File: src/rtl/gray_mon_pkg.sv
// Shared types, fault-code bit positions and the Gray decode helper for the
// Gray-sequence monitor.
package gray_mon_pkg;

  // Monitor lock state
  typedef enum logic [1:0] {
    UNLOCKED = 2'd0,
    LOCKED   = 2'd1,
    FAULT    = 2'd2
  } state_t;

  // Bit positions inside err_code
  localparam int unsigned ERR_SKIP   = 0;
  localparam int unsigned ERR_SIGMIS = 1;
  localparam int unsigned ERR_STALL  = 2;
  localparam int unsigned ERR_BITS   = 3;

  // Widest Gray value the helper decodes; narrower values are zero-extended,
  // which leaves the decode of the low bits unchanged.
  localparam int unsigned GRAY_MAX_W = 32;

  // Gray to binary: top bit copies, each lower bit folds in the bit above.
  function automatic logic [GRAY_MAX_W-1:0] gray2bin(input logic [GRAY_MAX_W-1:0] g);
    logic [GRAY_MAX_W-1:0] b;
    b = '0;
    b[GRAY_MAX_W-1] = g[GRAY_MAX_W-1];
    for (int i = int'(GRAY_MAX_W) - 2; i >= 0; i--) begin
      b[i] = b[i+1] ^ g[i];
    end
    return b;
  endfunction

endpackage

File: src/rtl/gray_to_bin.sv
// Combinational W-bit Gray to binary decoder.
module gray_to_bin
  import gray_mon_pkg::*;
#(
  parameter int unsigned W = 13
) (
  input  logic [W-1:0] gray,
  output logic [W-1:0] bin_c
);

  // Widen, decode, and narrow back to W bits
  always_comb begin
    bin_c = W'(gray2bin(GRAY_MAX_W'(gray)));
  end

endmodule

File: src/rtl/gray_seq_monitor.sv
// Gray-sequence monitor: decodes the upstream Gray count, checks that it
// advances by exactly one per valid sample, checks the zero marker, and
// counts wrap-arounds. Fault causes accumulate until clr_err.
module gray_seq_monitor
  import gray_mon_pkg::*;
#(
  parameter int unsigned CBITS     = 13,
  parameter int unsigned WRAP_BITS = 8
) (
  input  logic                 clk,
  input  logic                 rst_n,
  input  logic                 in_vld,
  input  logic [CBITS-1:0]     gray_in,
  input  logic                 sig_in,
  input  logic                 clr_err,
  output logic [CBITS-1:0]     bin_out,
  output logic                 bin_vld,
  output logic [WRAP_BITS-1:0] wrap_cnt,
  output logic                 wrap_pulse,
  output logic                 locked,
  output logic                 err,
  output logic [ERR_BITS-1:0]  err_code
);

  localparam logic [CBITS-1:0]     CNT_MAX  = '1;
  localparam logic [WRAP_BITS-1:0] WRAP_MAX = '1;

  state_t               state;
  logic [CBITS-1:0]     prev_bin;
  logic [CBITS-1:0]     dec_c;
  logic [CBITS-1:0]     prev_inc_c;
  logic                 stall_c;
  logic                 skip_c;
  logic                 sigmis_c;
  logic                 wrap_c;
  logic [ERR_BITS-1:0]  fail_c;

  gray_to_bin #(
    .W(CBITS)
  ) u_dec (
    .gray  (gray_in),
    .bin_c (dec_c)
  );

  // Sequence, marker and wrap checks on the current sample against prev_bin
  always_comb begin
    prev_inc_c = '0;
    stall_c    = 1'b0;
    skip_c     = 1'b0;
    sigmis_c   = 1'b0;
    wrap_c     = 1'b0;
    fail_c     = '0;

    prev_inc_c = prev_bin + CBITS'(1);
    stall_c    = (dec_c == prev_bin);
    skip_c     = !stall_c && (dec_c != prev_inc_c);
    sigmis_c   = sig_in != (gray_in == '0);
    wrap_c     = in_vld && (state != UNLOCKED) &&
                 (prev_bin == CNT_MAX) && (dec_c == '0);

    fail_c[ERR_SKIP]   = skip_c;
    fail_c[ERR_SIGMIS] = sigmis_c;
    fail_c[ERR_STALL]  = stall_c;
  end

  // Decode register, wrap tracking and lock/fault state machine
  always_ff @(posedge clk) begin
    if (!rst_n) begin
      state      <= UNLOCKED;
      prev_bin   <= '0;
      bin_out    <= '0;
      bin_vld    <= 1'b0;
      wrap_cnt   <= '0;
      wrap_pulse <= 1'b0;
      locked     <= 1'b0;
      err        <= 1'b0;
      err_code   <= '0;
    end else begin
      bin_vld    <= in_vld;
      wrap_pulse <= wrap_c;

      if (in_vld) begin
        bin_out  <= dec_c;
        prev_bin <= dec_c;
      end

      // Wrap counter survives clr_err; only reset clears it
      if (wrap_c && (wrap_cnt != WRAP_MAX)) begin
        wrap_cnt <= wrap_cnt + WRAP_BITS'(1);
      end

      if (clr_err) begin
        // Clear wins over any same-cycle failure; next valid sample re-seeds
        state    <= UNLOCKED;
        locked   <= 1'b0;
        err      <= 1'b0;
        err_code <= '0;
      end else if (in_vld) begin
        case (state)
          UNLOCKED: begin
            // Only the zero-marker check is meaningful on the seed sample
            if (sigmis_c) begin
              state                <= FAULT;
              err                  <= 1'b1;
              err_code[ERR_SIGMIS] <= 1'b1;
            end else begin
              state  <= LOCKED;
              locked <= 1'b1;
            end
          end
          LOCKED: begin
            if (|fail_c) begin
              state    <= FAULT;
              locked   <= 1'b0;
              err      <= 1'b1;
              err_code <= err_code | fail_c;
            end
          end
          FAULT: begin
            err_code <= err_code | fail_c;
          end
          default: begin
            state  <= UNLOCKED;
            locked <= 1'b0;
          end
        endcase
      end
    end
  end

endmodule

File: config.mk
export PLATFORM = sky130hd
export DESIGN_NAME = gray_seq_monitor
export DESIGN_NICKNAME = d
export VERILOG_FILES = /design/src/rtl/gray_mon_pkg.sv /design/src/rtl/gray_to_bin.sv /design/src/rtl/gray_seq_monitor.sv
export SDC_FILE = /design/constraint.sdc
export NUM_CORES = 1
export LEC_CHECK = 0
export ABC_AREA = 0
export BUFFER_PORTS_ARGS = -buffer_cell sky130_fd_sc_hd__clkbuf_2
export CAP_MARGIN = 20
export CORE_MARGIN = 2
export CORE_UTILIZATION = 50
export CTS_BUF_LIST = sky130_fd_sc_hd__clkbuf_16
export CTS_CLUSTER_SIZE = 14
export DETAILED_ROUTE_END_ITERATION = 7
export GPL_ROUTABILITY_DRIVEN = 0
export PLACE_DENSITY = 0.72
export SETUP_SLACK_MARGIN = 0.4
export SYNTH_ARGS = -nofsm -noshare
export SYNTH_HDL_FRONTEND = slang
export SYNTH_SLANG_ARGS = --single-unit
File: constraint.sdc
create_clock -name clk -period 11.7 [get_ports clk]
set_clock_uncertainty 0.15 [all_clocks]
set_input_delay 2.34 -clock clk [delete_from_list [all_inputs] [get_ports clk]]
set_output_delay 2.34 -clock clk [all_outputs]
set_load 0.03 [all_outputs]
==> implementation parameters, run 1 <==
Parameter                              Value

Yosys
  Sequential fraction of the synthesis area ... 29.9%
  Main combinational cell family by area after synthesis ... simple AND/OR/NAND/NOR gates
  Multiplexer share of the synthesized area ... 3.99%
  EDFF count, synth ... 0
  Most instantiated cells after synthesis ... nor2_1 (35), dfxtp_1 (30), xnor2_1 (16)
  Arithmetic-cell share of the synthesized area counting full adders, half adders and majority gates ... 6.85%
  Asr flop ratio synth ... 0%
  YS warnings ... 0
  Area fraction in compound gates after synthesis ... 11.7%
  Post-synthesis area per instance ... 8.77 um^2
  Cell taking the most area after synthesis ... dfxtp_1
  Post-synth top area share ... 29.9%
  Xor/xnor share of the synthesized area ... 18.1%
  Gate count of the mapped netlist ... 229
  Simple-gate portion of the synthesized area ... 25.0%
  Register bit total from synthesis ... 30
  Cell area after technology mapping ... 2010 um^2
  Yosys cell types ... 46
  Most area-consuming cells after synthesis ... dfxtp_1 (30%), xnor2_1 (7.0%), ha_1 (6.9%)
  Nets in the synthesized netlist ... 258
  Top FF cell, synth ... dfxtp_1
  Most instantiated library cell after synthesis ... nor2_1

Global routing
  Vias in the first global route ... 1683
  Number of antenna violations at the first check in global routing ... 0
  First-pass GRT wire length ... 7.67 mm
  Largest net degree at the start of global routing ... 27
  Overflow left after global routing ... 0
  Total global routing track utilization ... 23.0%

STA
  RSZ-0062 raised after global routing ... false
  Setup WS post-layout ... 3.98 ns
  Hold violation total from the final report ... 0
  Worst max-slew margin expressed relative to the limit ... 56.0%
  Total negative setup slack ... 0 ns
  Number of max-slew violations in the final report ... 0
  Worst Hold Margin ... 0.300 ns
  Max Fclk ... 130 MHz
  Worst slew pin tran ... 0.659 ns
  Fraction of the cycle the final worst path needs ... 66.0%
  Setup Viol. Count Final ... 0
  Post-layout minimum cycle time ... 7.72 ns

Pwr
  Lkg Pwr ... 0.00105 uW
  Maximum VDD drop ... 0.000102 V
  Overall power consumption ... 405 uW
  Power density over the cells ... 169 nW/um^2

Critical path
  Crit Path Category ... in -> reg
  Category of the worst setup path launch point ... input pin
  Internal reg-to-reg setup slack ... 9.19 ns
  Terminus of the critical flop-to-flop path ... locked
  Depth of the worst register-to-register path ... 8
  Maximum fanout along the worst path ... 8
  Crit path arrival time ... 7.79 ns
  Setup crit end kind ... flip-flop
  Required time at the endpoint of the critical path ... 11.77 ns
  Beginning of the worst register-to-register path ... prev_bin[1]

Floorplan
  Die area ... 4540 um^2
  Top-level I/O count ... 46
  Die outline width ... 67.4 um
  CORE AREA ... 3940 um^2
  Number of cell rows ... 23
  Initial Util ... 50.9%
  Die Span Y ... 67.4 um

Clock tree
  Clock insertion delay at the later pin of the skew report ... 0.27 ns
  Clock tree from TritonCTS ... done
  H-tree levels ... 2
  Sink Count ... 30
  Buffers inserted by post-CTS timing repair ... 0
  Largest buffer count on any clock path ... 2
  Number of cells upsized or downsized after cts ... 0
  Hold_buf cts ... 0
  Clk pin slew, worst setup/hold paths ... 0.05 ns
  Clock buffers created by TritonCTS ... 5
  Library cell used as clock root buffer ... clkbuf_16

Detailed routing
  Residual DRC ... 0
  DR pass1 iterations ... 4
  Avg WL per Cell ... 14.4 um
  Post-detailed-route count of antenna-violating nets ... 0
  Via count of the routed design ... 1758
  Final wirelength ... 4.62 mm
  Count of routing violations after the opening detailed-route iteration ... 76
  Via density per instance ... 5.48

Layout
  Number of inserted diodes ... 0
  Layout fillers ... 356
  Ratio of cells with drive above 1 in the final layout ... 22.9%
  Multi-input gate area in the final layout ... 1320 um^2
  Area growth from synthesis to final layout ... 19.0%
  Count of nets after finishing ... 300
  Total area of sequential cells ... 601 um^2
  Final Cell Area ... 2390 um^2

Placement
  Buffers added on ports ... 45
  Placed wire-length estimate ... 3.54 mm
  Post-place setup slack ... 3.77 ns
  Placed Instance Area ... 2250 um^2

Run status
  Status ... completed

Job
  Number of max-cap violations ... 0

Min path
  Terminating pin of the worst hold path ... err
  Worst hold start ... err
  Worst min path class ... reg -> reg
  Worst hold path depth ... 2
through the flow:
| step | util (%) | std cells |
|---|---|---|
| after global routing | 60.6 | 321 |
| after floorplan | - | 229 |
| after CTS | 60.6 | 321 |
| after detailed placement | 57.2 | 314 |
| final | 60.6 | 321 |
| after global placement | 57.2 | 314 |
flip-flops by register name (all words and copies together) (netlist names):
| name | flops |
|---|---|
| wrap_pulse | 1 |
| err_code | 3 |
| locked | 1 |
| state | 2 |
| bin_vld | 1 |
| err | 1 |
| prev_bin | 13 |
| wrap_cnt | 8 |
worst max-delay path, cell delays in order:
cell,delay (ns)
clkbuf_2,0.14
xnor2_1,0.23
ha_1,0.32
xor2_2,0.26
inv_2,0.09
ha_1,0.36
xnor2_1,0.28
ha_1,0.34
xnor2_1,0.25
ha_1,0.33
xnor2_1,0.24
ha_1,0.38
xnor2_2,0.27
ha_1,0.29
xor2_1,0.16
nor4_1,0.25
nand4_1,0.16
o311ai_1,0.27
nand4b_1,0.17
or4b_1,0.47
a21bo_1,0.19
worst max path at each step:
stage / startpoint / slack [ns] / endpoint
6_report: gray_in[12] / 3.98 / locked
5_1_grt: gray_in[12] / 3.58 / locked
4_1_cts: gray_in[12] / 3.97 / locked
3_5_place_dp: gray_in[12] / 3.77 / locked
3_3_place_gp: gray_in[12] / 4.01 / locked
2_1_floorplan: gray_in[12] / 4.19 / locked
cell usage in the layout, fill, tap and decap left out, drive strengths merged, types with 3 or more instances in the layout:
cell / n
xnor2: 18
xnor3: 5
dfxtp: 30
nand3: 6
mux2i: 8
o21a: 3
nand2: 12
a21oi: 5
nor2: 35
clkbuf: 50
and2: 3
nor3: 8
nand4: 9
inv: 13
a31oi: 4
ha: 11
xor2: 8
a211oi: 9
nor2b: 3
nor4: 5
o21ai: 4
metal layers:
metal	GRT usage (%)	part of all wire, %	vias up	routed length (um)
met2	38.4	47	43	2170
met1	27.7	46	810	2110
met5	0	0	-	0
met3	5.67	4.1	12	187
met4	11.0	3.2	0	146
li1	-	-	893	-
area by class of cell:
class / count / area share, %
sequential: 30 / 25.1
clock buffer: 5 / 5.24
multi-input combinational: 176 / 55.1
timing repair buffer: 45 / 9.42
inverter: 13 / 2.04
tap: 50 / 2.62
clock inverter: 2 / 0.419
where the power goes:
part | switching [uW] | internal (uW)
registers | 12.4 | 110
logic | 90.4 | 72.5
clock network | 42.6 | 76.5
cells by family after synthesis:
logic type / count (synthesis)
fa+ha+maj: 11
buf+inv: 23
mux: 8
simple gates: 93
compound gates: 33
xor+xnor: 31
flops: 30
Note: power is estimated with default switching activity, not from simulation.
==> inputs of run 2 (changes only) <==
--- a/config.mk
+++ b/config.mk
@@ -9,12 +9,12 @@
 export BUFFER_PORTS_ARGS = -buffer_cell sky130_fd_sc_hd__clkbuf_2
 export CAP_MARGIN = 20
 export CORE_MARGIN = 2
-export CORE_UTILIZATION = 50
+export CORE_UTILIZATION = 49
 export CTS_BUF_LIST = sky130_fd_sc_hd__clkbuf_16
 export CTS_CLUSTER_SIZE = 14
 export DETAILED_ROUTE_END_ITERATION = 7
 export GPL_ROUTABILITY_DRIVEN = 0
-export PLACE_DENSITY = 0.72
+export PLACE_DENSITY = 0.73
 export SETUP_SLACK_MARGIN = 0.4
 export SYNTH_ARGS = -nofsm -noshare
 export SYNTH_HDL_FRONTEND = slang
==> constraint.sdc (replaced) <==
create_clock -name clk -period 6.7 [get_ports clk]
set_clock_uncertainty 0.15 [all_clocks]
set_input_delay 1.34 -clock clk [delete_from_list [all_inputs] [get_ports clk]]
set_output_delay 1.34 -clock clk [all_outputs]
set_load 0.03 [all_outputs]
==> run 2 against run 1 <==
Net effect: first-iteration DRC count down 3.9%; critical path type unchanged; sequential power up 75%; wire length up 2.0%; combinational power up 91%; sequential share of layout area down 1.3 points; highest routed layer unchanged; clock power up 75%; flip-flop and latch count unchanged.
==> implementation parameters, run 2 (same netlist as run 1, synthesis figures left out) <==
Parameter                              Value

Run status
  Status ... completed

Clock tree
  Hold_buf cts ... 0 (unchanged)
  H-tree levels ... 2 (unchanged)
  Sink Count ... 30 (unchanged)
  Clock buffers created by TritonCTS ... 5 (unchanged)
  Largest buffer count on any clock path ... 2 (unchanged)
  Clk pin slew, worst setup/hold paths ... 0.05 ns (about the same)
  Library cell used as clock root buffer ... clkbuf_16
  Clock tree from TritonCTS ... done
  Clock insertion delay at the later pin of the skew report ... 0.27 ns (about the same)

STA
  Worst slew pin tran ... 0.669 ns (+0.00989 ns)
  RSZ-0062 raised after global routing ... false
  Max Fclk ... 167 MHz
  Hold violation total from the final report ... 0 (unchanged)
  Setup Viol. Count Final ... 0 (unchanged)
  Worst Hold Margin ... 0.298 ns (-0.00187 ns)
  Worst max-slew margin expressed relative to the limit ... 55.3% (-0.66 points)
  Post-layout minimum cycle time ... 6.01 ns
  Number of max-slew violations in the final report ... 0 (unchanged)
  Fraction of the cycle the final worst path needs ... 89.6%
  Total negative setup slack ... 0 ns (unchanged)

Detailed routing
  Via density per instance ... 5.43 (-0.93%)
  Post-detailed-route count of antenna-violating nets ... 0 (unchanged)
  Via count of the routed design ... 1758 (unchanged)
  Count of routing violations after the opening detailed-route iteration ... 73 (-3.9%)
  DR pass1 iterations ... 4 (unchanged)
  Final wirelength ... 4.71 mm (+2.0%)
  Residual DRC ... 0 (unchanged)
  Avg WL per Cell ... 14.5 um (+1.1%)

Layout
  Final Cell Area ... 2520 um^2 (+5.4%)
  Area growth from synthesis to final layout ... 25.5%
  Final core utilization ... 63.5% (+2.8 points)
  Count of nets after finishing ... 303 (+1.0%)
  Number of inserted diodes ... 0 (unchanged)
  Highest-count cells in the layout ignoring fill and taps ... clkbuf_2 (44), nor2_1 (35), dfxtp_1 (30)
  Layout fillers ... 355 (-0.28%)
  Commonest non-fill, non-tap cell in the layout ... clkbuf_2
  Largest register by flop count ... prev_bin
  Registers with the most flip-flops ... prev_bin (13), wrap_cnt (8), err_code (3)
  Number of flip-flops under the largest register name ... 13 (unchanged)
  Ratio of cells with drive above 1 in the final layout ... 27.0% (+4.1 points)

Global routing
  Total global routing track utilization ... 21.2% (-1.8 points)
  Largest net degree at the start of global routing ... 27 (unchanged)
  Overflow left after global routing ... 0 (unchanged)
  First-pass GRT wire length ... 7.22 mm (-5.8%)
  Vias in the first global route ... 1568 (-6.8%)
  Number of antenna violations at the first check in global routing ... 0 (unchanged)

Floorplan
  Die outline width ... 68.0 um (+0.96%)
  Initial Util ... 50.6% (-0.37 points)
  Number of cell rows ... 23 (unchanged)
  CORE AREA ... 3970 um^2 (+0.73%)
  Die Span Y ... 68.0 um (+0.96%)
  Top-level I/O count ... 46 (unchanged)
  Die area ... 4630 um^2 (+1.9%)

Placement
  Placed Instance Area ... 2270 um^2 (+0.89%)
  Placed wire-length estimate ... 3.51 mm (-1.0%)
  Buffers added on ports ... 45 (unchanged)

Min path
  Worst min path class ... reg -> reg

Pwr
  Lkg Pwr ... 0.00109 uW (+4.0%)
  Maximum VDD drop ... 0.000215 V (+110%)
  Overall power consumption ... 735 uW (+82%)
  Power density over the cells ... 292 nW/um^2 (+72%)

Job
  Number of max-cap violations ... 0 (unchanged)

Critical path
  Setup crit end kind ... flip-flop
  Category of the worst setup path launch point ... input pin
  Crit Path Category ... in -> reg
  Required time at the endpoint of the critical path ... 6.77 ns (-5.00 ns)
  Maximum fanout along the worst path ... 6 (-2)
  Crit path arrival time ... 6.08 ns (-1.71 ns)
-- run 2: cell types whose count changed in the layout (fill, tap and decap cells not counted), sizes merged --
cell,delta
buf,+4
clkbuf,-1
-- run 2: report_power, final --
part	total [uW]	switching [uW]	internal, uW	leakage (uW)
sequential	215	22.3	193	0.000245
clock	208	74.1	133	0.0000694
combinational	312	163	149	0.000773
-- run 2: worst paths after layout --
check | depth (start not counted) | endpoint | startpoint | slack (ns)
worst min-delay path | 2 | err | err | 0.30
worst min register to register | 2 | err | err | 0.30
worst max register to register | 8 | locked | prev_bin[1] | 4.13
worst max-delay path | 21 | locked | gray_in[12] | 0.69
-- run 2: worst max-delay path, stage by stage --
cell	delay, ns
buf_2	0.17
xnor2_4	0.16
ha_4	0.31
xor2_4	0.16
inv_2	0.09
ha_4	0.32
xnor2_4	0.14
ha_4	0.25
xnor2_2	0.18
ha_2	0.34
xnor2_2	0.16
ha_1	0.32
xnor2_2	0.22
ha_1	0.28
xor2_1	0.16
nor4_1	0.26
nand4_1	0.14
o311ai_1	0.22
nand4b_1	0.17
or4b_4	0.48
a21bo_1	0.19
-- run 2: area by class of cell --
cell class	count	area [um^2]	area share, %
tap	50	62.6	2.48
sequential	30	601	23.8
clock buffer	5	125	4.97
inverter	13	48.8	1.94
timing repair buffer	48	248	9.83
multi-input combinational	176	1430	56.6
clock inverter	2	10.0	0.397
-- run 2: timing repair --
item | in CTS | in global routing
setup endpoints to repair | 0 | 3
resized for setup | 0 | 13
setup buffers | 0 | 2
-- run 2: metrics by stage --
step	worst slack, ns	cells
after floorplan	0.405	229
after global placement	0.333	315
after detailed placement	0.188	315
after CTS	0.454	322
after global routing	0.379	324
final	0.695	324
-- run 2: metal layers --
metal | GRT usage, % | vias to the layer above | wire length [um]
met5 | 0 | - | 0
met4 | 5.25 | 0 | 63
met3 | 6.09 | 7 | 198
met2 | 37.5 | 43 | 2330
met1 | 25.2 | 811 | 2110
li1 | - | 897 | -
